$ cat src/rtl/spi_tx_pkg.sv
// Shared types and default constants for the SPI transmit feeder.
package spi_tx_pkg;

  // Strobe sequencer states: wait for data, present a byte, enforce the gap.
  typedef enum logic [1:0] {
    ST_IDLE = 2'd0,
    ST_HOLD = 2'd1,
    ST_GAP  = 2'd2
  } state_e;

  // Mclk cycles Data_Available stays high per byte.
  localparam int DEF_HOLD_CYCLES = 256;
  // Minimum Mclk cycles Data_Available stays low between bytes.
  localparam int DEF_GAP_CYCLES  = 256;
  // Bytes per SPI frame (120-bit payload).
  localparam int DEF_FRAME_BYTES = 15;
  // FIFO depth in bytes (power of two, at least 2).
  localparam int DEF_DEPTH       = 16;

  // Larger of two integers, used to size the shared hold/gap timer.
  function automatic int max_int(input int a, input int b);
    return (a > b) ? a : b;
  endfunction

endpackage

$ cat src/rtl/spi_tx_feeder_byte_fifo.sv
// Parameterised synchronous FIFO: circular buffer with wrapping pointers,
// registered full/empty flags and an occupancy count of 0..DEPTH.
module byte_fifo #(
  parameter int DEPTH = 16,
  parameter int WIDTH = 8
) (
  input  logic                     clk,
  input  logic                     rst,
  input  logic                     clear,
  input  logic                     push,
  input  logic [WIDTH-1:0]         push_data,
  input  logic                     pop,
  output logic [WIDTH-1:0]         pop_data,
  output logic                     full,
  output logic                     empty,
  output logic [$clog2(DEPTH):0]   level
);

  localparam int AW = $clog2(DEPTH);
  localparam int LW = AW + 1;

  logic [WIDTH-1:0] mem [DEPTH];
  logic [AW-1:0]    wr_ptr_q, wr_ptr_d;
  logic [AW-1:0]    rd_ptr_q, rd_ptr_d;
  logic [LW-1:0]    level_q, level_d;
  logic             full_q, full_d;
  logic             empty_q, empty_d;
  logic             do_push, do_pop;

  // Clear wins over both push and pop; full/empty gate the handshake.
  assign do_push = push && !full_q && !clear;
  assign do_pop  = pop && !empty_q && !clear;

  // Next pointer/level; power-of-two depth lets the pointers wrap naturally.
  always_comb begin
    // NOTE: every variable gets a default first so no path leaves it unassigned and infers a latch.
    wr_ptr_d = wr_ptr_q;
    rd_ptr_d = rd_ptr_q;
    level_d  = level_q;
    if (clear) begin
      wr_ptr_d = '0;
      rd_ptr_d = '0;
      level_d  = '0;
    end else begin
      if (do_push) wr_ptr_d = wr_ptr_q + AW'(1);
      if (do_pop)  rd_ptr_d = rd_ptr_q + AW'(1);
      if (do_push && !do_pop)      level_d = level_q + LW'(1);
      else if (!do_push && do_pop) level_d = level_q - LW'(1);
    end
    full_d  = (level_d == LW'(DEPTH));
    empty_d = (level_d == '0);
  end

  // Pointer, level and flag registers with synchronous reset.
  always_ff @(posedge clk) begin
    // NOTE: sequential state uses non-blocking assignments so every flop samples pre-edge values.
    if (rst) begin
      wr_ptr_q <= '0;
      rd_ptr_q <= '0;
      level_q  <= '0;
      full_q   <= 1'b0;
      empty_q  <= 1'b1;
    end else begin
      wr_ptr_q <= wr_ptr_d;
      rd_ptr_q <= rd_ptr_d;
      level_q  <= level_d;
      full_q   <= full_d;
      empty_q  <= empty_d;
    end
  end

  // Storage write port.
  always_ff @(posedge clk) begin
    // NOTE: the storage array is deliberately not reset; the level/flags mark which entries are valid.
    if (do_push) mem[wr_ptr_q] <= push_data;
  end

  assign pop_data = mem[rd_ptr_q];
  assign full     = full_q;
  assign empty    = empty_q;
  assign level    = level_q;

endmodule

$ cat src/rtl/spi_tx_feeder.sv
// Byte-pacing stage in front of the SPI master: buffers host bytes and
// presents them one at a time on BUS_IN with a fixed hold/gap strobe,
// counting bytes into frames and pulsing Frame_Done per completed frame.
module spi_tx_feeder
  import spi_tx_pkg::*;
#(
  parameter int HOLD_CYCLES = DEF_HOLD_CYCLES,
  parameter int GAP_CYCLES  = DEF_GAP_CYCLES,
  parameter int DEPTH       = DEF_DEPTH,
  parameter int FRAME_BYTES = DEF_FRAME_BYTES
) (
  input  logic                           Mclk,
  input  logic                           Reset,
  input  logic [7:0]                     Host_Data,
  input  logic                           Host_Valid,
  output logic                           Host_Ready,
  input  logic                           Flush,
  output logic [7:0]                     BUS_IN,
  output logic                           Data_Available,
  output logic                           Busy,
  output logic                           Frame_Done,
  output logic [$clog2(FRAME_BYTES)-1:0] Byte_Count,
  output logic [$clog2(DEPTH):0]         Fifo_Level
);

  localparam int MAX_CYC = max_int(HOLD_CYCLES, GAP_CYCLES);
  localparam int TW      = (MAX_CYC > 1) ? $clog2(MAX_CYC) : 1;
  // The internal byte counter must be able to hold FRAME_BYTES itself.
  localparam int BCW     = $clog2(FRAME_BYTES + 1);
  localparam int BW      = $clog2(FRAME_BYTES);

  localparam logic [TW-1:0]  HOLD_LOAD  = TW'(HOLD_CYCLES - 1);
  localparam logic [TW-1:0]  GAP_LOAD   = TW'(GAP_CYCLES - 1);
  localparam logic [BCW-1:0] FRAME_LAST = BCW'(FRAME_BYTES);

  state_e         state_q, state_d;
  logic [TW-1:0]  timer_q, timer_d;
  logic [7:0]     bus_in_q, bus_in_d;
  logic           da_q, da_d;
  logic [BCW-1:0] byte_cnt_q, byte_cnt_d;
  logic           frame_done_q, frame_done_d;

  logic           fifo_pop;
  logic [7:0]     fifo_dout;
  logic           fifo_full;
  logic           fifo_empty;
  logic           can_pop;

  // Byte buffer between host handshake and the strobe sequencer.
  byte_fifo #(
    .DEPTH (DEPTH),
    .WIDTH (8)
  ) u_fifo (
    .clk       (Mclk),
    .rst       (Reset),
    .clear     (Flush),
    .push      (Host_Valid),
    .push_data (Host_Data),
    .pop       (fifo_pop),
    .pop_data  (fifo_dout),
    .full      (fifo_full),
    .empty     (fifo_empty),
    .level     (Fifo_Level)
  );

  // A flush empties the FIFO this edge, so nothing may be popped alongside it.
  assign can_pop = !fifo_empty && !Flush;

  // Next-state logic: IDLE -> HOLD (pop) -> GAP -> HOLD or IDLE.
  always_comb begin
    state_d      = state_q;
    timer_d      = timer_q;
    bus_in_d     = bus_in_q;
    da_d         = da_q;
    byte_cnt_d   = byte_cnt_q;
    frame_done_d = 1'b0;
    fifo_pop     = 1'b0;

    case (state_q)
      ST_IDLE: begin
        if (can_pop) begin
          fifo_pop = 1'b1;
          bus_in_d = fifo_dout;
          da_d     = 1'b1;
          timer_d  = HOLD_LOAD;
          state_d  = ST_HOLD;
        end
      end

      ST_HOLD: begin
        if (Flush) begin
          // Truncate the strobe but still guarantee a full legal gap after it.
          da_d    = 1'b0;
          timer_d = GAP_LOAD;
          state_d = ST_GAP;
        end else if (timer_q == '0) begin
          da_d       = 1'b0;
          byte_cnt_d = byte_cnt_q + BCW'(1);
          timer_d    = GAP_LOAD;
          state_d    = ST_GAP;
        end else begin
          timer_d = timer_q - TW'(1);
        end
      end

      ST_GAP: begin
        if (timer_q == '0) begin
          if (byte_cnt_q == FRAME_LAST) begin
            frame_done_d = 1'b1;
            byte_cnt_d   = '0;
          end
          if (can_pop) begin
            // Chain straight into the next byte with no idle cycle.
            fifo_pop = 1'b1;
            bus_in_d = fifo_dout;
            da_d     = 1'b1;
            timer_d  = HOLD_LOAD;
            state_d  = ST_HOLD;
          end else begin
            state_d = ST_IDLE;
          end
        end else begin
          timer_d = timer_q - TW'(1);
        end
      end

      default: begin
        state_d = ST_IDLE;
        da_d    = 1'b0;
      end
    endcase

    // Flush discards the partial frame and never reports it as done.
    if (Flush) begin
      byte_cnt_d   = '0;
      frame_done_d = 1'b0;
    end
  end

  // Sequencer registers with synchronous active-high reset.
  always_ff @(posedge Mclk) begin
    if (Reset) begin
      state_q      <= ST_IDLE;
      timer_q      <= '0;
      bus_in_q     <= '0;
      da_q         <= 1'b0;
      byte_cnt_q   <= '0;
      frame_done_q <= 1'b0;
    end else begin
      state_q      <= state_d;
      timer_q      <= timer_d;
      bus_in_q     <= bus_in_d;
      da_q         <= da_d;
      byte_cnt_q   <= byte_cnt_d;
      frame_done_q <= frame_done_d;
    end
  end

  // Full flag is registered inside the FIFO, so ready drops the cycle after the filling push.
  assign Host_Ready     = !fifo_full;
  assign BUS_IN         = bus_in_q;
  assign Data_Available = da_q;
  assign Frame_Done     = frame_done_q;
  assign Byte_Count     = byte_cnt_q[BW-1:0];
  assign Busy           = (state_q != ST_IDLE) || !fifo_empty;

endmodule
$ cat config.mk
export PLATFORM = sky130hd
export DESIGN_NAME = spi_tx_feeder
export DESIGN_NICKNAME = d
export VERILOG_FILES = /design/src/rtl/spi_tx_pkg.sv /design/src/rtl/spi_tx_feeder_byte_fifo.sv /design/src/rtl/spi_tx_feeder.sv
export SDC_FILE = /design/constraint.sdc
export NUM_CORES = 1
export LEC_CHECK = 0
export BUFFER_PORTS_ARGS = -buffer_cell sky130_fd_sc_hd__buf_2
export CAP_MARGIN = 20
export CORE_MARGIN = 10
export CORE_UTILIZATION = 61
export DETAILED_ROUTE_END_ITERATION = 16
export PLACE_DENSITY = 0.79
export SLEW_MARGIN = 20
export SYNTH_ARGS = -nofsm -noshare
export SYNTH_HDL_FRONTEND = slang
export SYNTH_SLANG_ARGS = --single-unit
$ cat constraint.sdc
create_clock -name Mclk -period 2.3 [get_ports Mclk]
set_input_delay 0.23 -clock Mclk [delete_from_list [all_inputs] [get_ports Mclk]]
set_output_delay 0.23 -clock Mclk [all_outputs]
set_load 0.02 [all_outputs]
=== Yosys cells after proc, flatten, opt, wreduce, memory -nomap -nowiden ===
Memory sizes are Yosys's and may differ from the RTL's. A register that Yosys moved wholly into a read port is not among the register bits.
Index checks and enable logic that the tools add are counted.

* Logic and storage cells: 89
* Bits of input ports: 12
* ROM bits: 0
* Register bits after elaboration: 39
* Bits in writable memories: 128
* Output and inout port bits: 21
* Latch bits: 0
* Memories: 1

* Shift-type cells: 0
* Eq/ne operators: 9
* Muxes and demuxes: 34
* Multipliers: 0
* Divide/modulo/power cells: 0
* Bitwise gates (word level): 2
* Reductions and logical operators: 26
* $add $sub $neg: 6
* Magnitude comparators: 0

{| class="wikitable"
|+ Memories
! memory !! words !! width !! read ports !! clocked after Yosys merged registers in !! wr ports !! line !! source
|-
| u_fifo.mem || 16 || 8 || 1 || 1 || 1 || spi_tx_feeder_byte_fifo.sv:22 || <nowiki>logic [WIDTH-1:0] mem [DEPTH];</nowiki>
|}

{| class="wikitable"
|+ Operators with widths
! kind !! number
|-
| 8-bit 2-to-1 mux || 6
|-
| 8-bit one-hot mux with 3 select lines || 1
|-
| 4-bit 2-to-1 mux || 5
|-
| 8-bit one-hot mux with 2 select lines || 1
|-
| 5-bit 2-to-1 mux || 3
|-
| 4-bit by 1-bit adder with 4-bit output (second input constant) || 3
|-
| 1-bit 2-to-1 mux || 10
|-
| 8-bit logical NOT || 1
|-
| 2-bit 2-to-1 mux || 4
|-
| 2-bit != test (second input constant) || 4
|-
| 4-bit one-hot mux with 2 select lines || 1
|-
| 8-bit by 1-bit subtractor with 8-bit output (second input constant) || 1
|-
| 1-bit logical AND || 7
|-
| 2-bit one-hot mux with 3 select lines || 1
|-
| 2-bit nonzero test || 3
|-
| 5-bit by 1-bit adder with 5-bit output (second input constant) || 1
|-
| 5-bit == test (second input constant) || 1
|-
| 1-bit logical NOT || 5
|-
| 5-bit logical NOT || 1
|-
| 5-bit by 1-bit subtractor with 5-bit output (second input constant) || 1
|-
| 4-bit == test (second input constant) || 1
|-
| 2-bit AND reduction || 2
|-
| 4-bit AND reduction || 1
|-
| 4-bit OR reduction || 1
|-
| 11 further kinds || 12
|}

=== Longest topological paths before layout ===
Gate-level depths: netlist of run 1.

* Word-level depth: 12
* Gate-level depth with buffers: 9
* Depth with buffers taken out: 9

=== By module ===
A second synthesis of run 1 with hierarchy kept.

* Cells, all modules: 482
* Area, all modules: 7,407.1 um^2

{| class="wikitable"
|+ By module, submodules not included
! module !! sequential area each (um^2) !! cells an instance !! times used !! area an instance (um^2)
|-
| byte_fifo || 4,224.1 || 296 || 1 || 5,876.9
|-
| spi_tx_feeder || 480.5 || 186 || 1 || 1,530.2
|}

=== Worst setup path after synthesis of run 1 ===
Ideal clock, no wire load.

* Kind: register -> register
* Start point: register state_q[0]
* End point: register u_fifo.full_q (netlist: u_fifo.full)
* Setup slack: 213 ps
* Arrival: 1,971 ps
* Stages on the path, launching flop included: 10
* Library setup time: 116 ps
* Buffers on the path: 0
* Clock period less this slack: 2,087 ps
* Cells stage by stage: dfxtp_1 inv_1 ha_1 nor4b_2 a21oi_4 nor2_4 a2bb2oi_2 mux2i_1 inv_1 and4_1

* Longest elaborated chain between the ends: 9

{| class="wikitable"
|+ Ends and longest elaborated chain
! item !! line !! source
|-
| start, declared || spi_tx_feeder.sv:36 || <nowiki>state_e state_q, state_d;</nowiki>
|-
| start signal, assigned || spi_tx_feeder.sv:150 || <nowiki>state_q <= state_d;</nowiki>
|-
| 2-bit == test or 2-bit logical NOT (tied branches) || spi_tx_feeder.sv:79 || <nowiki>case (state_q)</nowiki>
|-
| 1-bit one-hot mux with 2 select lines * || spi_tx_feeder.sv:79 ||
|-
| 1-bit logical AND * (2 in a row) || spi_tx_feeder_byte_fifo.sv:32 || <nowiki>assign do_pop = pop && !empty_q && !clear;</nowiki>
|-
| 1-bit logical AND or 1-bit logical NOT (tied branches) || spi_tx_feeder_byte_fifo.sv:48, spi_tx_feeder_byte_fifo.sv:47 ||
|-
| 5-bit 2-to-1 mux or 1-bit logical AND (tied branches) || spi_tx_feeder_byte_fifo.sv:48, spi_tx_feeder_byte_fifo.sv:47 ||
|-
| 5-bit 2-to-1 mux * || spi_tx_feeder_byte_fifo.sv:47 || <nowiki>if (do_push && !do_pop) level_d = level_q + LW'(1);</nowiki>
|-
| 5-bit 2-to-1 mux * || spi_tx_feeder_byte_fifo.sv:40 || <nowiki>if (clear) begin</nowiki>
|-
| 5-bit == test * || spi_tx_feeder_byte_fifo.sv:50 || <nowiki>full_d = (level_d == LW'(DEPTH));</nowiki>
|-
| end signal, assigned || spi_tx_feeder_byte_fifo.sv:67 || <nowiki>full_q <= full_d;</nowiki>
|-
| end, declared || spi_tx_feeder_byte_fifo.sv:26 || <nowiki>logic full_q, full_d;</nowiki>
|}

Mark *: on every way between the ends. The rest lies on a longest branch, timed or not.
A chain may end at the register's enable or synchronous reset.

=== Worst setup path in the final report of run 1 ===
* Start point: register timer_q[0]
* End point: register timer_q[7]

* Longest elaborated chain between the ends: 4

{| class="wikitable"
|+ Ends and longest elaborated chain
! item !! line !! source
|-
| start, declared || spi_tx_feeder.sv:37 || <nowiki>logic [TW-1:0] timer_q, timer_d;</nowiki>
|-
| start signal, assigned || spi_tx_feeder.sv:151 || <nowiki>timer_q <= timer_d;</nowiki>
|-
| 8-bit by 1-bit subtractor with 8-bit output or 8-bit logical NOT (tied branches) || - ||
|-
| 8-bit 2-to-1 mux || spi_tx_feeder.sv:96 || <nowiki>end else if (timer_q == '0) begin</nowiki>
|-
| 8-bit 2-to-1 mux || spi_tx_feeder.sv:91 || <nowiki>if (Flush) begin</nowiki>
|-
| 8-bit one-hot mux with 3 select lines * || spi_tx_feeder.sv:79 ||
|}

Marks and branches as above.

==> results.tsv, run 1 <==
stage	metric	value	unit
outcome	status	finished clean	
route	drt wl/cell	21.6	um
sta	final hold violations	0	
route	DR iter-0 viols	366	
sta	Setup Viol. Count Final	0	
clock_network	CTS root buffer	clkbuf_16	
sta	Worst Skew	0.00831	ns
layout	commonest non-fill, non-tap cell in the layout	edfxtp_1	
layout	area of the multi-input gates	2430	um2
synthesis	Yosys cell types	56	
clock_network	CTS Buf Count	17	
synthesis	asr flop ratio synth	0	%
global_routing	vias in the first global route	4104	
layout	fraction of layout cells with a size suffix above 1	27.7	%
place	pre-CTS WS	0.0915	ns
clock_network	H-tree levels	4	
global_routing	pin count of the biggest net entering global routing	33	
sta	Achievable Freq	442	MHz
run	maxcap violations	0	
pwr	VDD IR max	804	uV
synthesis	sequential fraction of the synthesis area	64.8	%
synthesis	syn nets	495	
sta	Slew headroom	58.2	%
global_routing	Tot GR Track Use	18.5	%
die	Die X	129	um
setup_path	cell breakdown of the critical path	inv_1 > ha_4 > nor4b_4 > buf_4 > buf_4 > and2_1 > o21a_1 > or4_1 > a32o_1	
min_path	worst hold path type	in -> reg	
place	IO Port Bufs	32	
sta	minimum clock period	2.26	ns
route	drt pass-1 iters	5	
synthesis	synthesized area per cell	15.5	um2
die	Die Height	129	um
synthesis	Yosys reg bits	171	
synthesis	Post-Syn Instances	469	
sta	worst-margin pin slew	0.625	ns
sta	Worst Hold Slack	0.0556	ns
setup_path	CP Data Required Time	2.62	ns
layout	Layout area overhead	14.9	%
setup_path	cell at the slowest stage of the critical path	or4_1	
clock_network	Max Buffers Root-to-Sink	2	
setup_path	CP Max Fanout	6	
place	Final GP Congestion	0.837	
global_routing	total gr overflow	0	
clock_network	clock slew at reported path FFs	0.07	ns
pwr	Pwr Density	787	nW/um2
die	io pins	33	
synthesis	Yosys warning count	0	
synthesis	Post-synth EDFFs	128	
pwr	Leak	2.86	nW
synthesis	Post-Syn Area	7260	um2
die	num rows	39	
route	drt via density	6.20	
route	number of remaining DRC errors	0	
clock_network	clock sink count	171	
setup_path	CP Data Arrival Time	2.59	ns
setup_path	critical path launch point type	flip-flop	
die	Core ar.	11500	um2
layout	number of fill cells	727	
sta	Final Max Tran Viols	0	
route	Post-DRT Antenna Nets	0	
global_routing	initial antenna violation count	1	
global_routing	first-pass GRT wire length	23.1	mm
setup_path	critical path class	reg -> reg	
clock_network	Hold Buf Count CTS	0	
clock_network	clock latency on the worst-skew pair	0.43	ns
layout	most frequent cells in the layout	edfxtp_1 (128), nor2_1 (58), dfxtp_1 (40), mux4_2 (40), buf_2 (32)	
sta	fin worst setup slack	0.0388	ns
synthesis	prevailing post-synth register cell	edfxtp_1	
route	drt total wl	14.8	mm
sta	final worst path period share	98.3	%
layout	Seq. cell area	4710	um2
sta	RSZ-0062 raised after global routing	yes	
route	via count	4246	
die	Starting Density	63.0	%
die	DIE AREA	16700	um2
layout	layout net count	554	
setup_path	cell mode on critical path	buf_4	
clock_network	CTS tree	done	
setup_path	crit end category	flip-flop	
place	Post-DP HPWL	9.51	mm
setup_path	max incr delay on CP	0.51	ns
synthesized netlist by cell type, drive strengths merged (2+ instances only):
| cell | number | area, um2 |
|---|---|---|
| nand2 | 20 | 77.6 |
| dfxtp | 43 | 861 |
| nand2b | 7 | 43.8 |
| o211ai | 3 | 22.5 |
| a211o | 2 | 26.3 |
| and3 | 3 | 18.8 |
| a2bb2oi | 3 | 38.8 |
| nand4 | 5 | 31.3 |
| edfxtp | 128 | 3840 |
| o21bai | 4 | 30.0 |
| mux2i | 13 | 130 |
| clkbuf | 8 | 30.0 |
| o21ai | 10 | 50.1 |
| nor4b | 2 | 38.8 |
| nand4b | 2 | 17.5 |
| inv | 15 | 56.3 |
| xor2 | 7 | 61.3 |
| nand3 | 3 | 15.0 |
| mux4 | 40 | 901 |
| a2111oi | 3 | 38.8 |
| o221a | 2 | 22.5 |
| buf | 11 | 66.3 |
| ha | 14 | 175 |
| or2 | 2 | 12.5 |
| xnor2 | 5 | 43.8 |
| and2 | 2 | 12.5 |
| a21oi | 22 | 144 |
| nor2b | 5 | 31.3 |
| nor2 | 59 | 229 |
| nor3 | 12 | 71.3 |
stage by stage:
step	setup TNS (ns)	instances	area, um2	utilization [%]	power (mW)
final	0	685	8340	72.4	6.56
after global routing	-0.0338	685	8340	72.4	6.75
after CTS	0	682	8290	72.0	6.57
after detailed placement	0	650	7730	67.1	3.89
after global placement	0	650	7730	67.1	3.87
after floorplan	0	469	7260	-	3.74
registers in the layout, summed over array words and instances (netlist names), 2 cells and up, named ones only:
| register | flops |
|---|---|
| u_fifo.rd_ptr_q | 4 |
| u_fifo.mem | 128 |
| u_fifo.wr_ptr_q | 4 |
| state_q | 2 |
| u_fifo.level | 5 |
| Byte_Count | 4 |
| timer_q | 8 |
| BUS_IN | 8 |
final timing paths:
path	start	endpoint	slack [ns]	depth (start not counted)
max reg2reg	timer_q[0]	timer_q[7]	0.04	9
min reg2reg	timer_q[1]	timer_q[1]	0.48	2
max	timer_q[0]	timer_q[7]	0.04	9
min	Reset	u_fifo.level[3]	0.06	2
repair_timing:
item	4_1_cts	5_1_grt
setup buffers	0	2
gates resized for setup	0	6
setup endpoints to repair	0	10
endpoints found under the hold margin	0	0
power by group:
group / total, mW / internal [mW] / switching, mW
registers: 3.39 / 3.35 / 0.0389
logic: 0.464 / 0.192 / 0.272
clock network: 2.71 / 1.50 / 1.21
total: 6.56 / 5.04 / 1.52
area by class of cell:
type	instances	area share [%]
sequential	171	56.5
multi-input combinational	264	29.1
clock buffer	17	5.10
timing repair buffer	59	4.80
tap	143	2.15
clock inverter	15	1.67
inverter	15	0.675
antenna	1	0.0300
per-layer routing:
layer / track usage, % / share of wire, % / vias to the layer above
met3: 3.83 / 6.8 / 15
li1: - / - / 1929
met5: 0 / 0 / -
met1: 25.5 / 44 / 2141
met4: 7.29 / 0.91 / 0
met2: 28.4 / 49 / 161
cells by family (layout without fill, tap and decap cells):
group,count (synthesis),after routing,synth area share (%)
muxes,53,53,14.2
buffers and inverters,34,106,2.10
DFF,171,171,64.8
xor gates and xnor gates,12,12,1.45
AOI/OAI and AO/OA,58,58,6.21
and+or+nand+nor,127,127,8.81
other,0,1,0
adders and majority gates,14,14,2.41
worst max-delay path, delay by kind of cell (launching register included):
family | cells | cell delay [ns]
buffers and inverters | 3 | 0.39
and+or+nand+nor | 3 | 0.79
adders and majority gates | 1 | 0.18
DFF | 1 | 0.35
AOI/OAI and AO/OA | 2 | 0.45
No activity file was read; power rests on OpenSTA's default activity.
==> run 2, diff against run 1 <==
--- a/config.mk
+++ b/config.mk
@@ -16,2 +16,3 @@
 export SYNTH_HDL_FRONTEND = slang
+export SYNTH_HIERARCHICAL = 1
 export SYNTH_SLANG_ARGS = --single-unit
==> constraint.sdc (replaced) <==
create_clock -name Mclk -period 2.3 [get_ports Mclk]
set_input_delay 0.46 -clock Mclk [delete_from_list [all_inputs] [get_ports Mclk]]
set_output_delay 0.46 -clock Mclk [all_outputs]
set_load 0.02 [all_outputs]
==> results.tsv, run 2 <==
stage	metric	value	unit	change
route	number of remaining DRC errors	0		unchanged
sta	minimum clock period	2.54	ns	+0.281 ns
synthesis	Synth top area share	51.9	%	-1.1 points
clock_network	Max Buffers Root-to-Sink	2		unchanged
setup_path	RR Startpoint	timer_q[1]		
outcome	failing checks	negative setup slack		
min_path	Worst Hold Depth	1		-1
place	IO Port Bufs	32		unchanged
layout	layout net count	589		+6.3%
route	drt pass-1 iters	5		unchanged
synthesis	synth top area cells	edfxtp_1 (52%), dfxtp_1 (12%), mux4_1 (8.5%)		
layout	most frequent cells in the layout	edfxtp_1 (128), buf_4 (52), dfxtp_1 (40), nor2_1 (39), buf_2 (32)		
clock_network	CTS tree	done		
synthesis	Yosys reg bits	171		unchanged
pwr	sw frac	24.6	%	+1.5 points
die	io pins	33		unchanged
min_path	Worst Hold Path EP	u_fifo/mem[14][4]		
place	pre-CTS WS	-0.224	ns	-0.315 ns
pwr	Clock Power Share	39.2	%	-2.1 points
run	maxcap violations	0		unchanged
route	drt wl/cell	22.2	um	+2.8%
die	Core ar.	12000	um2	+3.9%
sta	setup tns final	-0.627	ns	-0.627 ns
setup_path	CP Max Fanout	4		-2
clock_network	clock sink count	171		unchanged
layout	number of flip-flops in the largest register	128		unchanged
setup_path	crit path buf inv count	2		-1
min_path	worst hold path type	in -> reg		
global_routing	pin count of the biggest net entering global routing	33		unchanged
synthesis	cell with the most instances after synthesis	edfxtp_1		
pwr	VDD IR max	662	uV	-18%
sta	final worst path period share	111	%	+12 points
synthesis	synthesized area per cell	15.4	um2	-0.70%
setup_path	cell at the slowest stage of the critical path	or4b_4		
setup_path	CP Data Arrival Time	2.86	ns	+0.27 ns
setup_path	critical path class	reg -> reg		
setup_path	crit end category	flip-flop		
synthesis	Post-Syn Instances	482		+2.8%
die	Starting Density	61.9	%	-1.1 points
layout	# diodes	0		-1
global_routing	first-pass GRT wire length	25.1	mm	+8.8%
synthesis	post-synth top area cell	edfxtp_1		
die	num rows	40		+2.6%
clock_network	CTS Buf Count	17		unchanged
route	drt total wl	16.0	mm	+8.4%
pwr	Pwr Density	828	nW/um2	+5.3%
sta	worst-margin pin slew	0.550	ns	-0.0753 ns
synthesis	Yosys cell types	59		+5.4%
pwr	Leak	3.00	nW	+5.0%
die	DIE AREA	17000	um2	+1.7%
layout	commonest non-fill, non-tap cell in the layout	edfxtp_1		
setup_path	R2R cell count	12		+3
route	DR iter-0 viols	563		+54%
clock_network	H-tree levels	4		unchanged
route	via count	4606		+8.5%
setup_path	critical path launch point type	flip-flop		
sta	RSZ-0062 raised after global routing	yes		
synthesis	Yosys warning count	6		+6
setup_path	Reg2Reg Capture Point	u_fifo/empty		
sta	final hold violations	0		unchanged
synthesis	Post-synth EDFFs	128		unchanged
setup_path	max incr delay on CP	0.48	ns	-0.03 ns
pwr	Tot Pwr	7.22	mW	+10%
synthesis	asr flop ratio synth	0	%	unchanged
sta	Worst Skew	0.00447	ns	-0.00384 ns
clock_network	clock latency on the worst-skew pair	0.42	ns	about the same
die	Die X	130	um	+0.86%
sta	Setup Viol. Count Final	4		+4
route	drt via density	6.38		+2.9%
layout	Most flops, register	u_fifo/mem		
place	Final GP Congestion	0.882		+5.4%
pwr	Psw	1.78	mW	+17%
setup_path	cell breakdown of the critical path	inv_2 > ha_4 > or4b_4 > nor2_4 > a21oi_2 > nor2_1 > nor2b_1 > buf_4 > nor3_2 > o21a_1 > or3_1 > a41o_1		
synthesis	sequential fraction of the synthesis area	63.5	%	-1.3 points
global_routing	vias in the first global route	4618		+13%
synthesis	prevailing post-synth register cell	edfxtp_1		
clock_network	CTS root buffer	clkbuf_16		
setup_path	CP Data Required Time	2.62	ns	about the same
pwr	Pint	5.44	mW	+7.9%
layout	Non-Filler Instances	722		+5.4%
die	Die Height	130	um	+0.86%
place	Post-DP HPWL	10.6	mm	+11%
layout	Layout area overhead	17.6	%	
layout	fraction of layout cells with a size suffix above 1	28.0	%	+0.27 points
sta	Final Max Tran Viols	0		unchanged
synthesis	Post-Syn Area	7410	um2	+2.1%
synthesis	Commonest cells post-synth	edfxtp_1 (128), dfxtp_1 (43), nor2_1 (43)		
synthesis	syn nets	509		+2.8%
sta	Achievable Freq	393	MHz	-11%
global_routing	initial antenna violation count	0		-1
pwr	combinational power share	13.9	%	+6.8 points
min_path	hold path start	Host_Data[4]		
pwr	Reg power frac	47.0	%	-4.6 points
clock_network	clock slew at reported path FFs	0.06	ns	about the same
setup_path	Reg2Reg Setup Slack	-0.24	ns	-0.28 ns
global_routing	total gr overflow	0		unchanged
sta	Slew headroom	63.3	%	+5.1 points
outcome	status	finished, violations left		
route	Post-DRT Antenna Nets	0		unchanged
sta	fin worst setup slack	-0.242	ns	-0.281 ns
global_routing	Tot GR Track Use	19.8	%	+1.3 points
setup_path	Top delay family on crit path	simple AND/OR/NAND/NOR gates		
place	placed insts	685		+5.4%
[run 2: cell types whose count changed after synthesis, sizes merged, moves of 4 or more]
cell	delta
nor2	-16
o21ai	+14
mux2i	-9
nand3	+8
nor2b	+6
clkbuf	+5
a221oi	+4
a311oi	+4
o21a	+4
o21bai	-4
[run 2: how the worst max path moves through the flow]
| stage | slack, ns | start | to | depth (start not counted) |
|---|---|---|---|---|
| 3_3_place_gp | -0.18 | timer_q[1] | u_fifo/empty | 12 |
| 3_5_place_dp | -0.22 | timer_q[0] | u_fifo/empty | 12 |
| 5_1_grt | -0.37 | timer_q[1] | u_fifo/empty | 12 |
| 6_report | -0.24 | timer_q[1] | u_fifo/empty | 12 |
| 2_1_floorplan | -0.26 | timer_q[1] | u_fifo/empty | 13 |
| 4_1_cts | -0.20 | timer_q[1] | u_fifo/empty | 12 |
[run 2: cells by family (layout without fill, tap and decap cells)]
family | Yosys count | after routing | share of synthesized area (%)
AND/OR/NAND/NOR | 127 | 127 | 8.77
adder cells (fa/ha/maj) | 15 | 15 | 2.53
buffers and inverters | 36 | 129 | 2.62
AO/OA/AOI/OAI | 80 | 80 | 7.58
XOR/XNOR | 9 | 9 | 1.06
flip-flops | 171 | 171 | 63.5
multiplexers | 44 | 44 | 13.9
[run 2: per-stage QoR]
step,instance area [um2],hold slack (ns),utilization (%)
floorplan,7450,0.468,-
global placement,8010,0.467,66.9
detailed placement,8010,0.467,66.9
CTS,8690,0.399,72.6
global route,8710,0.421,72.8
finish,8710,0.413,72.8
[run 2: power by group through the flow]
stage | combinational, mW | sequential, mW | clock, mW
final | 1.00 | 3.39 | 2.83
after global routing | 1.07 | 3.39 | 3.00
after CTS | 0.969 | 3.39 | 2.87
after detailed placement | 0.923 | 3.45 | 0
after global placement | 0.886 | 3.45 | 0
after floorplan | 0.586 | 3.47 | 0
[run 2: routing by layer]
metal	up-vias	GRT usage, %	wire length, um
met5	-	0	0
met4	0	8.00	327
met3	33	4.10	928
met2	191	34.8	8590
met1	2311	23.2	6170
li1	2071	-	-
[run 2: layout make-up]
class / instances / area [um2]
Tap cell: 147 / 184
Fill cell: 732 / 3250
Clock inverter: 12 / 148
Timing Repair Buffer: 85 / 571
Inverter: 12 / 45.0
Clock buffer: 20 / 437
Multi-Input combinational cell: 275 / 2620
Sequential cell: 171 / 4710
[run 2: what timing repair did]
item                                    4_1_cts  5_1_grt
cloned                                        0        0
hold buffers                                  0        0
pin swaps                                     6        4
buffers inserted                              5        1
endpoints found under the setup margin        5       14
gates resized for setup                      11        6
==> run 3, diff against run 2 <==
Settings changed: CTS_BUF_LIST set to sky130_fd_sc_hd__clkbuf_4 sky130_fd_sc_hd__clkbuf_8 sky130_fd_sc_hd__clkbuf_16.
==> results.tsv, run 3 (synthesized netlist as in run 2, its figures left out) <==
stage	metric	value	unit	change
setup_path	Reg2Reg Setup Slack	-0.26	ns	-0.02 ns
global_routing	total gr overflow	0		unchanged
place	IO Port Bufs	32		unchanged
setup_path	R2R cell count	12		unchanged
clock_network	CTS tree	done		
setup_path	CP Max Fanout	4		unchanged
global_routing	vias in the first global route	4607		-0.24%
clock_network	clock sink count	171		unchanged
sta	Final Max Tran Viols	0		unchanged
sta	Setup Viol. Count Final	4		unchanged
outcome	status	finished, violations left		
min_path	worst hold path type	in -> reg		
setup_path	critical path launch point type	flip-flop		
die	DIE AREA	17000	um2	unchanged
layout	most frequent cells in the layout	edfxtp_1 (128), buf_4 (51), dfxtp_1 (40), nor2_1 (39), buf_2 (32)		
pwr	Clock Power Share	39.5	%	+0.3 points
layout	Most flops, register	u_fifo/mem		
route	drt total wl	16.0	mm	+0.21%
sta	Worst Hold Slack	0.411	ns	-0.00264 ns
pwr	Pwr Density	831	nW/um2	+0.27%
sta	final worst path period share	111	%	+0.74 points
clock_network	CTS Buf Count	17		unchanged
die	Die Height	130	um	unchanged
pwr	combinational power share	13.7	%	-0.2 points
die	io pins	33		unchanged
pwr	Tot Pwr	7.24	mW	+0.31%
sta	Worst Skew	0.00973	ns	+0.00526 ns
place	Post-DP HPWL	10.6	mm	unchanged
global_routing	pin count of the biggest net entering global routing	33		unchanged
route	number of remaining DRC errors	0		unchanged
pwr	VDD IR max	632	uV	-4.5%
route	via count	4577		-0.63%
route	drt pass-1 iters	5		unchanged
route	DR iter-0 viols	534		-5.2%
clock_network	Hold Buf Count CTS	0		unchanged
setup_path	CP Data Arrival Time	2.87	ns	about the same
setup_path	critical path class	reg -> reg		
clock_network	H-tree levels	4		unchanged
setup_path	RR Startpoint	timer_q[1]		
die	Core ar.	12000	um2	unchanged
layout	Layout area overhead	17.7	%	about the same
run	maxcap violations	0		unchanged
pwr	sw frac	24.4	%	-0.20 points
setup_path	CP Launch Point	timer_q[1]		
die	Die X	130	um	unchanged
layout	layout net count	588		-0.17%
global_routing	Tot GR Track Use	19.9	%	+0.088 points
layout	final core utilization	72.9	%	about the same
route	Post-DRT Antenna Nets	0		unchanged
global_routing	initial antenna violation count	0		unchanged
sta	worst-margin pin slew	0.550	ns	-0.000516 ns
layout	# diodes	0		unchanged
global_routing	first-pass GRT wire length	25.2	mm	+0.14%
setup_path	Reg2Reg Capture Point	u_fifo/empty		
pwr	Psw	1.77	mW	-0.52%
sta	final hold violations	0		unchanged
pwr	Reg power frac	46.8	%	-0.2 points
clock_network	clock slew at reported path FFs	0.06	ns	about the same
pwr	Leak	3.01	nW	+0.20%
layout	number of flip-flops in the largest register	128		unchanged
place	Final GP Congestion	0.882		unchanged
clock_network	clock latency on the worst-skew pair	0.43	ns	about the same
clock_network	Max Buffers Root-to-Sink	2		unchanged
route	drt via density	6.35		-0.49%
sta	RSZ-0062 raised after global routing	yes		
sta	minimum clock period	2.56	ns	+0.0171 ns
setup_path	CP Data Required Time	2.61	ns	about the same
sta	Slew headroom	63.3	%	about the same
clock_network	CTS root buffer	clkbuf_16		
die	Starting Density	61.9	%	unchanged
layout	commonest non-fill, non-tap cell in the layout	edfxtp_1		
setup_path	worst setup path end	u_fifo/empty		
setup_path	crit end category	flip-flop		
pwr	Pint	5.47	mW	+0.58%
route	drt wl/cell	22.3	um	+0.35%
die	num rows	40		unchanged
layout	fraction of layout cells with a size suffix above 1	28.4	%	+0.40 points
sta	fin worst setup slack	-0.259	ns	-0.0171 ns
sta	Achievable Freq	391	MHz	-0.67%
outcome	failing checks	negative setup slack		
place	pre-CTS WS	-0.224	ns	unchanged
[run 3: cell types whose count changed in the layout (fill, tap and decap cells not counted)]
| cell | before | now |
|---|---|---|
| buf_4 | 52 | 51 |
| clkbuf_1 | 3 | 0 |
| clkbuf_4 | 0 | 3 |
[run 3: area by class of cell]
| cell class | count | area, um2 |
|---|---|---|
| flip-flops and latches | 171 | 4710 |
| fillers | 718 | 3250 |
| multi-input cells | 275 | 2620 |
| repair buffers | 84 | 563 |
| clock buffers | 20 | 448 |
| well taps | 147 | 184 |
| clock inverters | 12 | 148 |
| inverters | 12 | 45.0 |
[run 3: layer usage]
metal	up-vias	GRT usage, %	wire length, um
met5	-	0	0
met4	0	7.14	265
met3	25	4.71	812
met2	152	35.3	8730
met1	2335	23.0	6230
li1	2065	-	-
[run 3: worst min-delay path by stage]
stage,startpoint,endpoint,slack (ns),cells after the start
2_1_floorplan,u_fifo/rd_ptr_q[1],flip-flop,0.47,2
3_3_place_gp,Data_Available,Data_Available,0.47,2
3_5_place_dp,BUS_IN[4],BUS_IN[4],0.47,2
4_1_cts,Host_Data[4],u_fifo/mem[2][4],0.40,1
5_1_grt,Host_Data[6],u_fifo/mem[10][6],0.41,1
6_report,Host_Data[5],u_fifo/mem[5][5],0.41,1
[run 3: worst max-delay path, stage by stage (launching register included)]
cell     delay (ns)
dfxtp_2        0.32
inv_2          0.07
ha_4           0.14
or4b_4         0.49
nor2_4         0.12
a21oi_2        0.06
nor2_1         0.11
nor2b_1        0.15
buf_4          0.13
nor3_2         0.05
o21a_1         0.21
or3_1          0.36
a41o_1         0.24
[run 3: per-stage QoR]
| step | cells | area (um2) | TNS (ns) |
|---|---|---|---|
| 6_report | 721 | 8720 | -0.682 |
| 5_1_grt | 721 | 8720 | -1.44 |
| 4_1_cts | 722 | 8700 | -0.535 |
| 3_5_place_dp | 685 | 8010 | -0.676 |
| 3_3_place_gp | 685 | 8010 | -0.393 |
| 2_1_floorplan | 482 | 7450 | -0.577 |
[run 3: power groups by stage]
stage	combinational [mW]	sequential (mW)	clock (mW)
final	0.990	3.39	2.86
after global routing	1.07	3.39	3.03
after CTS	0.969	3.39	2.90
after detailed placement	0.923	3.45	0
after global placement	0.886	3.45	0
after floorplan	0.586	3.47	0
[run 3: repair_timing]
action	4_1_cts	5_1_grt
buffers inserted	5	0
cloned	0	0
endpoints found under the setup margin	5	14
resized for setup	11	6
pin swaps	6	4
